File: config.mk
export PLATFORM = sky130hd
export DESIGN_NAME = axi_rd_slave_sram
export DESIGN_NICKNAME = d
export VERILOG_FILES = /design/src/rtl/axi_rd_slave_sram.sv
export SDC_FILE = /design/constraint.sdc
export NUM_CORES = 1
export LEC_CHECK = 0
export BUFFER_PORTS_ARGS = -buffer_cell sky130_fd_sc_hd__buf_2
export CAP_MARGIN = 20
export CELL_PAD_IN_SITES_DETAIL_PLACEMENT = 0
export CELL_PAD_IN_SITES_GLOBAL_PLACEMENT = 1
export CORE_UTILIZATION = 46
export CTS_CLUSTER_DIAMETER = 120
export CTS_CLUSTER_SIZE = 14
export DETAILED_ROUTE_END_ITERATION = 12
export PLACE_DENSITY = 0.95
export SYNTH_ARGS = -nofsm -noshare
export SYNTH_HDL_FRONTEND = slang
export SYNTH_SLANG_ARGS = --single-unit
export TNS_END_PERCENT = 50
File: constraint.sdc
create_clock -name clk -period 8.7 [get_ports clk]
set_input_delay 0 -clock clk [delete_from_list [all_inputs] [get_ports clk]]
set_output_delay 0 -clock clk [all_outputs]
set_load 0.005 [all_outputs]
File: src/rtl/axi_rd_slave_sram.sv
// AXI read-channel (AR/R) slave in front of a single-port SRAM with 1-cycle read latency.
// Beats are issued one per cycle while the response path has room and return through a 2-entry FIFO.
module axi_rd_slave_sram #(
    parameter int MEM_AW = 10,
    parameter int ID_W   = 4
) (
    input  logic              clk,
    input  logic              resetn,
    input  logic [ID_W-1:0]   arid,
    input  logic [31:0]       araddr,
    input  logic [7:0]        arlen,
    input  logic [2:0]        arsize,
    input  logic [1:0]        arburst,
    input  logic [1:0]        arlock,
    input  logic [3:0]        arcache,
    input  logic [2:0]        arprot,
    input  logic              arvalid,
    output logic              arready,
    output logic [ID_W-1:0]   rid,
    output logic [31:0]       rdata,
    output logic [1:0]        rresp,
    output logic              rlast,
    output logic              rvalid,
    input  logic              rready,
    output logic              ram_en,
    output logic [MEM_AW-1:0] ram_addr,
    input  logic [31:0]       ram_rdata
);

    typedef enum logic [0:0] {S_IDLE, S_ISSUE} state_e;

    typedef struct packed {
        logic [ID_W-1:0] id;
        logic [31:0]     data;
        logic [1:0]      resp;
        logic            last;
    } beat_t;

    localparam logic [1:0] RESP_OKAY   = 2'd0;
    localparam logic [1:0] RESP_SLVERR = 2'd2;
    localparam logic [1:0] RESP_DECERR = 2'd3;

    // Burst context
    state_e          state_q;
    logic            arready_q;
    logic [ID_W-1:0] id_q;
    logic [31:0]     addr_q;
    logic [7:0]      len_q;
    logic [7:0]      cnt_q;
    logic [2:0]      size_q;
    logic            fixed_q;
    logic            slverr_q;

    // Beat whose RAM read is in flight this cycle
    logic            inf_vld_q;
    logic            inf_ram_q;
    logic            inf_last_q;
    logic [ID_W-1:0] inf_id_q;
    logic [1:0]      inf_resp_q;

    beat_t           fifo_q [2];
    logic            rd_ptr_q;
    logic            wr_ptr_q;
    logic [1:0]      count_q;

    beat_t           inf_beat;
    beat_t           head;
    logic            r_valid;
    logic            pop;
    logic            fifo_pop;
    logic            fifo_push;
    logic            issue;
    logic            decerr;
    logic            ram_en_d;
    logic [1:0]      beat_resp;
    logic [2:0]      occ;

    // NOTE: every always_comb output gets a default on every path so no latch is inferred.
    always_comb begin
        inf_beat.id   = inf_id_q;
        inf_beat.data = inf_ram_q ? ram_rdata : 32'd0;
        inf_beat.resp = inf_resp_q;
        inf_beat.last = inf_last_q;

        r_valid = (count_q != 2'd0) || inf_vld_q;
        if (count_q != 2'd0) begin
            head = fifo_q[rd_ptr_q];
        end else if (inf_vld_q) begin
            head = inf_beat;
        end else begin
            head = '0;
        end

        pop       = r_valid && rready;
        fifo_pop  = pop && (count_q != 2'd0);
        fifo_push = inf_vld_q && !(pop && (count_q == 2'd0));

        // Occupancy after this cycle's pop must leave room for the beat about to be read
        occ   = 3'(count_q) + 3'(inf_vld_q) - 3'(pop);
        issue = (state_q == S_ISSUE) && (occ < 3'd2);

        decerr = |addr_q[31:MEM_AW+2];
        if (slverr_q) begin
            beat_resp = RESP_SLVERR;
        end else if (decerr) begin
            beat_resp = RESP_DECERR;
        end else begin
            beat_resp = RESP_OKAY;
        end
        ram_en_d = issue && (beat_resp == RESP_OKAY);
    end

    // NOTE: sequential state uses non-blocking assignments only, so all registers see pre-edge values.
    always_ff @(posedge clk) begin
        if (!resetn) begin
            state_q   <= S_IDLE;
            arready_q <= 1'b0;
            id_q      <= '0;
            addr_q    <= '0;
            len_q     <= '0;
            cnt_q     <= '0;
            size_q    <= '0;
            fixed_q   <= 1'b0;
            slverr_q  <= 1'b0;
        end else begin
            case (state_q)
                S_IDLE: begin
                    if (arvalid && arready_q) begin
                        state_q   <= S_ISSUE;
                        arready_q <= 1'b0;
                        id_q      <= arid;
                        addr_q    <= araddr;
                        len_q     <= arlen;
                        cnt_q     <= '0;
                        size_q    <= arsize;
                        fixed_q   <= (arburst == 2'd0);
                        slverr_q  <= arburst[1] || (arsize > 3'd2);
                    end else begin
                        arready_q <= 1'b1;
                    end
                end
                S_ISSUE: begin
                    if (issue) begin
                        cnt_q <= cnt_q + 8'd1;
                        if (!fixed_q) begin
                            addr_q <= addr_q + (32'd1 << size_q);
                        end
                        if (cnt_q == len_q) begin
                            state_q   <= S_IDLE;
                            arready_q <= 1'b1;
                        end
                    end
                end
                default: begin
                    state_q   <= S_IDLE;
                    arready_q <= 1'b0;
                end
            endcase
        end
    end

    always_ff @(posedge clk) begin
        if (!resetn) begin
            inf_vld_q  <= 1'b0;
            inf_ram_q  <= 1'b0;
            inf_last_q <= 1'b0;
            inf_id_q   <= '0;
            inf_resp_q <= '0;
        end else begin
            inf_vld_q  <= issue;
            inf_ram_q  <= ram_en_d;
            inf_last_q <= (cnt_q == len_q);
            inf_id_q   <= id_q;
            inf_resp_q <= beat_resp;
        end
    end

    always_ff @(posedge clk) begin
        if (!resetn) begin
            rd_ptr_q <= 1'b0;
            wr_ptr_q <= 1'b0;
            count_q  <= 2'd0;
        end else begin
            if (fifo_push) begin
                wr_ptr_q <= ~wr_ptr_q;
            end
            if (fifo_pop) begin
                rd_ptr_q <= ~rd_ptr_q;
            end
            count_q <= count_q + 2'(fifo_push) - 2'(fifo_pop);
        end
    end

    // NOTE: FIFO storage is not reset; count_q alone decides which entries are meaningful.
    always_ff @(posedge clk) begin
        if (fifo_push) begin
            fifo_q[wr_ptr_q] <= inf_beat;
        end
    end

    logic unused_ok;
    assign unused_ok = ^{arlock, arcache, arprot};

    assign arready  = arready_q;
    assign rvalid   = r_valid;
    assign rid      = head.id;
    assign rdata    = head.data;
    assign rresp    = head.resp;
    assign rlast    = head.last;
    assign ram_en   = ram_en_d;
    assign ram_addr = addr_q[MEM_AW+1:2];

endmodule

==> run metrics, run 1 <==
Post-DRT Antenna Nets 0; Power, Total 2.18 mW; mean post-synth cell area 9.94 um2; fin nets 1045; Synth area leaders edfxtp_1, dfxtp_1, mux2i_1, nand3_1, o21ai_0; Mapped Nets 873; Total GRT Usage 22.4%; initial antenna violation count 0; max-cap viol count 0; core area 16000 um2; Post-Synthesis Cells 765; Worst-Margin Slew 1060 ps; Async SR Flop Fraction 0%; largest net degree at the start of global routing 81; RSZ-0062 raised after global routing no; first-pass GRT wire length 29.5 mm; Max Slew Vio Count 0; P&R area growth vs syn 26.9%; GR Overflow Total 0; Power Dens Cells 226 nW/um2; cell area after placement 8340 um2; layout cell share with drive strength beyond 1 20.4%; WL met1 8.29 mm; die span in x 131 um; WL met3 1.37 mm; TritonCTS clock tree built; vias in the first global route 5939; Clock Latency Late Sink 420 ps; skew final 8.38 ps; io pins 146; crit-path max FO 43; Synth top area share 30.8%; H-Tree Depth 4; CTS buffer count 17; Peak VDD IR 173 uV; Starting Density 47.5%; num rows 46; Detailed Place HPWL 11.3 mm; Post-Route WL 18.7 mm; CTS sink count 151; die height 131 um; most instantiated library cell after synthesis edfxtp_1; fin crit share 46.2%; Leakage Power 3.65 nW; CP startpoint kind flop; clock tree buffer depth 2; Post-synth EDFFs 78; Tmin final 4020 ps; Fin Setup TNS 0 ps; Critical Path AT 4360 ps; Post-Place Cells 1060; Iteration-0 DRC Markers 409; via count 6396; crit path capture type flop; DR top layer met4; die area 17100 um2; cell area after layout 9660 um2; DRC viols 0; vias per cell 5.49; most common flop cell mapped by yosys edfxtp_1; Ys Warns 0; Final Hold Fails 0; clock root cell clkbuf_16; first drt pass iteration count 4; status completed; Yosys top cell by area edfxtp_1; top post-synthesis cells by count edfxtp_1, dfxtp_1, nand2_1; CP max stage delay 610 ps; DR WL/cell 16.1 um; met2 wire len 8.87 mm; WS Path Type flop to flop; crit path cell chain buf_4 -> or3_1 -> and2_1 -> ha_1 -> nor2b_1 -> fa_1 -> nor3b_2 -> a21o_1 -> nand2_1 -> or4_1 -> o211ai_1; Slowest-stage cell, CP a21o_1; slew margin rel. 28.9%; post-CTS sizing 0; post-synthesis sequential area ratio 50.0%; required arrival time at the worst endpoint 9040 ps; ANT cells 0; IO buf count 136; Post-Layout Cell Count 1166; Seq cells post-synth 151; maximum clock rate 249 MHz; final setup fails 0; cell area after synthesis 7610 um2; Buf+Inv Stages, Crit Path 1; GP Congestion 0.839; Top delay family on crit path simple AND/OR/NAND/NOR gates; Distinct cells, synth 63; Hold Crit Class input port to flop; clock slew at reported path FFs 60 ps
[metal layers]
| layer | track usage, % | vias up |
|---|---|---|
| met5 | 0 | - |
| met4 | 6.83 | 0 |
| met3 | 5.42 | 18 |
| met2 | 37.1 | 214 |
| met1 | 28.9 | 2998 |
| li1 | - | 3166 |
[logic make-up after synthesis]
kind of cell | Yosys count | share of synthesized area, %
buffers and inverters | 76 | 4.49
adders and majority gates | 14 | 2.50
xor gates and xnor gates | 26 | 3.09
muxes | 49 | 6.46
AOI/OAI and AO/OA | 170 | 13.8
DFF | 151 | 50.0
and+or+nand+nor | 279 | 19.6
[cell type report]
type / count / area [um2]
Fill cell: 1319 / 6340
Sequential cell: 151 / 3800
Multi-Input combinational cell: 538 / 3480
Timing Repair Buffer: 219 / 1490
Clock buffer: 17 / 425
Tap cell: 216 / 270
Clock inverter: 15 / 150
Inverter: 10 / 37.5
[tightest hold or removal path: cells and delay by family]
family / cells / cell delay, ps
simple gates: 1 / 180
buf+inv: 1 / 70
compound gates: 2 / 160
[cell usage in the layout (no fill, tap or decap), types with 3 or more instances in the layout]
master,netlist,routed
a211oi_1,5,5
a21o_1,5,5
a21oi_1,44,44
a31oi_1,6,6
and2_1,42,42
and3_1,16,15
and3b_1,3,3
and4_1,3,3
buf_2,6,136
buf_4,10,9
clkbuf_16,0,17
clkinvlp_4,0,3
dfxtp_1,73,72
dlygate4sd3_1,0,74
edfxtp_1,78,78
ha_1,12,12
inv_1,10,10
inv_6,0,4
inv_8,0,6
mux2i_1,48,48
nand2_1,67,67
nand3_1,60,60
nand4_1,10,10
nor2_1,27,25
nor3_1,12,12
nor3b_1,3,3
nor4_1,6,6
o2111ai_1,5,5
o211ai_1,21,21
o21ai_0,53,53
o22ai_1,6,6
o311ai_0,4,4
or3_1,8,8
or4_1,11,11
xnor2_1,14,14
xor2_1,11,11
[power breakdown]
| group | leakage [nW] | internal [mW] | switching [mW] |
|---|---|---|---|
| registers | 1.29 | 0.826 | 0.0913 |
| clock network | 0.275 | 0.382 | 0.329 |
| logic | 2.09 | 0.239 | 0.313 |
| total | 3.65 | 1.45 | 0.733 |
[flip-flops by register name, summed over array words and instances, names as in the netlist, 2 cells and up, named ones only]
| register | flops |
|---|---|
| fifo_q | 78 |
| addr_q | 32 |
| cnt_q | 8 |
| len_q | 8 |
| id_q | 4 |
| inf_id_q | 4 |
| size_q | 3 |
| count_q | 2 |
| inf_resp_q | 2 |
[what timing repair did]
action	CTS	global route
buffers inserted	0	0
hold endpoints to repair	105	0
hold buffers	74	0
[metrics by stage]
| step | utilization (%) | worst slack [ps] | hold WS, ps |
|---|---|---|---|
| floorplan | - | 5620 | 136 |
| CTS | 60.3 | 4630 | 3.80 |
| detailed placement | 52.1 | 4640 | 246 |
| finish | 60.3 | 4680 | 23.2 |
| global route | 60.3 | 4280 | 25.1 |
| global placement | 52.1 | 4660 | 245 |
[path summary, 6_finish.rpt]
path | from | endpoint | slack [ps] | cells past startpoint
worst max-delay path | inf_vld_q | addr_q[28] | 4680 | 11
worst min-delay path | araddr[17] | addr_q[17] | 20 | 4
worst max register to register | inf_vld_q | addr_q[28] | 4680 | 11
worst min register to register | id_q[1] | id_q[1] | 450 | 2
Note: power is estimated with default switching activity, not from simulation.
==> inputs of run 2 (changes only) <==
--- a/config.mk
+++ b/config.mk
@@ -9,11 +9,11 @@
 export CAP_MARGIN = 20
 export CELL_PAD_IN_SITES_DETAIL_PLACEMENT = 0
 export CELL_PAD_IN_SITES_GLOBAL_PLACEMENT = 1
-export CORE_UTILIZATION = 46
+export CORE_UTILIZATION = 43
 export CTS_CLUSTER_DIAMETER = 120
 export CTS_CLUSTER_SIZE = 14
 export DETAILED_ROUTE_END_ITERATION = 12
-export PLACE_DENSITY = 0.95
+export PLACE_DENSITY = 0.91
 export SYNTH_ARGS = -nofsm -noshare
 export SYNTH_HDL_FRONTEND = slang
 export SYNTH_SLANG_ARGS = --single-unit
==> constraint.sdc (replaced) <==
create_clock -name clk -period 4 [get_ports clk]
set_input_delay 0 -clock clk [delete_from_list [all_inputs] [get_ports clk]]
set_output_delay 0 -clock clk [all_outputs]
set_load 0.005 [all_outputs]
==> run 2 against run 1 <==
- global-route usage shrank 1.9 points
- die area increased by 6.9%
- first-iteration DRC count increased by 10%
- critical path type unchanged
- non-clock buffer count rose by 9
- critical endpoint unchanged
- clock skew increased by 3.4 ps
- count of clock-buffer cells in the layout is 1 higher
==> run metrics, run 2 (same netlist as run 1, synthesis figures left out) <==
worst setup margin 671 ps; TritonCTS clock tree built; cell area after placement 8400 um2; Top delay family on crit path simple AND/OR/NAND/NOR gates; Peak VDD IR 346 uV; maximum clock rate 300 MHz; RSZ-0062 raised after global routing no; Global Route met2 Usage 34.5%; fin crit share 83.2%; Leakage Power 3.70 nW; cell area after layout 9760 um2; skew final 11.8 ps; commonest non-fill, non-tap cells in the layout buf_2, edfxtp_1, dlygate4sd3_1; num rows 48; crit path capture type flop; GR Util met1 26.1%; CTS buffer count 17; Starting Density 44.0%; slew margin rel. 32.7%; Buf+Inv Stages, Crit Path 0; initial antenna violation count 0; fin nets 1054; worst hold path stage count 4; crit path cell chain or3_1 -> and2_1 -> ha_1 -> nor2b_1 -> fa_1 -> nor3b_2 -> a21o_1 -> nand2_1 -> or4_1 -> o211ai_1; status completed; Iteration-0 DRC Markers 451; Power, Total 4.80 mW; Fin Setup TNS 0 ps; IO buf count 136; core area 17300 um2; gr busiest metal met2; R2R depth 10; GP Congestion 0.851; Detailed Place HPWL 11.5 mm; Post-Route WL 18.5 mm; Post-DRT Antenna Nets 0; Critical Path AT 3670 ps; most common cell after layout, fill and taps aside buf_2; Final Hold Fails 0; P&R area growth vs syn 28.3%; GR Overflow Total 0; first drt pass iteration count 4; vias in the first global route 5858; DR WL/cell 15.6 um; vias per cell 5.45; H-Tree Depth 4; Total GRT Usage 20.4%; Power Dens Cells 492 nW/um2; die span in x 135 um; first-pass GRT wire length 29.0 mm; max-cap viol count 0; Tmin final 3330 ps; Filler cells 1504; die area 18200 um2; final hold slack 24.1 ps; clock slew at reported path FFs 70 ps; CP startpoint kind flop; CTS sink count 151; crit-path max FO 6; Worst-Margin Slew 1010 ps; via count 6448; max reg flops 78; Slowest-stage cell, CP or4_1; DRC viols 0; Post-CTS Setup Inserts 0; io pins 146; CP max stage delay 520 ps; required arrival time at the worst endpoint 4340 ps; WS Path Type flop to flop; Max Slew Vio Count 0; Clock Latency Late Sink 420 ps; largest reg by FF count fifo_q; final setup fails 0; Setup WS pre-CTS 694 ps; Hold Crit Class input port to flop; ANT cells 0; die height 135 um; critical path depth 10; hold_buf cts 76; clock tree buffer depth 2; post-CTS sizing 0; layout cell share with drive strength beyond 1 20.9%; biggest regs fifo_q (78), addr_q (32); met3 Use GR 3.60%; clock root cell clkbuf_16; largest net degree at the start of global routing 80
## run 2: cell count changes in the layout (fill, tap and decap cells not counted), sizes merged
cell and change:
buf +7, dlygate4sd3 +2, bufinv +1, clkbuf +1, clkinv -1, clkinvlp -1
## run 2: layout make-up
cell class	count	area, um2	area share, %
Clock buffer	18	429	4.40
Clock inverter	14	151	1.55
Inverter	10	37.5	0.385
Sequential cell	151	3800	39.0
Timing Repair Buffer	228	1570	16.1
Tap cell	225	282	2.89
Multi-Input combinational cell	538	3480	35.7
## run 2: per-layer routing
layer / vias to the layer above / wire length (um)
met1: 3021 / 8190
met4: 0 / 348
li1: 3180 / -
met3: 30 / 1120
met5: - / 0
met2: 217 / 8840
## run 2: worst register-to-register path: cells and delay by family, from the launching register on
kind	cells	cell delay, ps
AOI/OAI and AO/OA	2	340
and+or+nand+nor	6	1760
DFF	1	400
adders and majority gates	2	750
## run 2: final timing paths
path	start	slack (ps)	end
max	count_q[1]	670	addr_q[28]
min	araddr[9]	20	addr_q[9]
max reg2reg	count_q[1]	670	addr_q[28]
min reg2reg	id_q[0]	450	id_q[0]
## run 2: stage by stage
step	instances	util (%)
6_report	1184	56.4
5_1_grt	1184	56.4
4_1_cts	1183	56.3
3_5_place_dp	1075	48.5
3_3_place_gp	1075	48.5
2_1_floorplan	765	-
## run 2: report_power, final
| part | total, mW | switching, mW | leakage [nW] | internal, mW |
|---|---|---|---|---|
| sequential | 2.02 | 0.223 | 1.29 | 1.80 |
| clock | 1.57 | 0.681 | 0.281 | 0.886 |
| combinational | 1.22 | 0.667 | 2.13 | 0.552 |
| total | 4.80 | 1.57 | 3.70 | 3.23 |
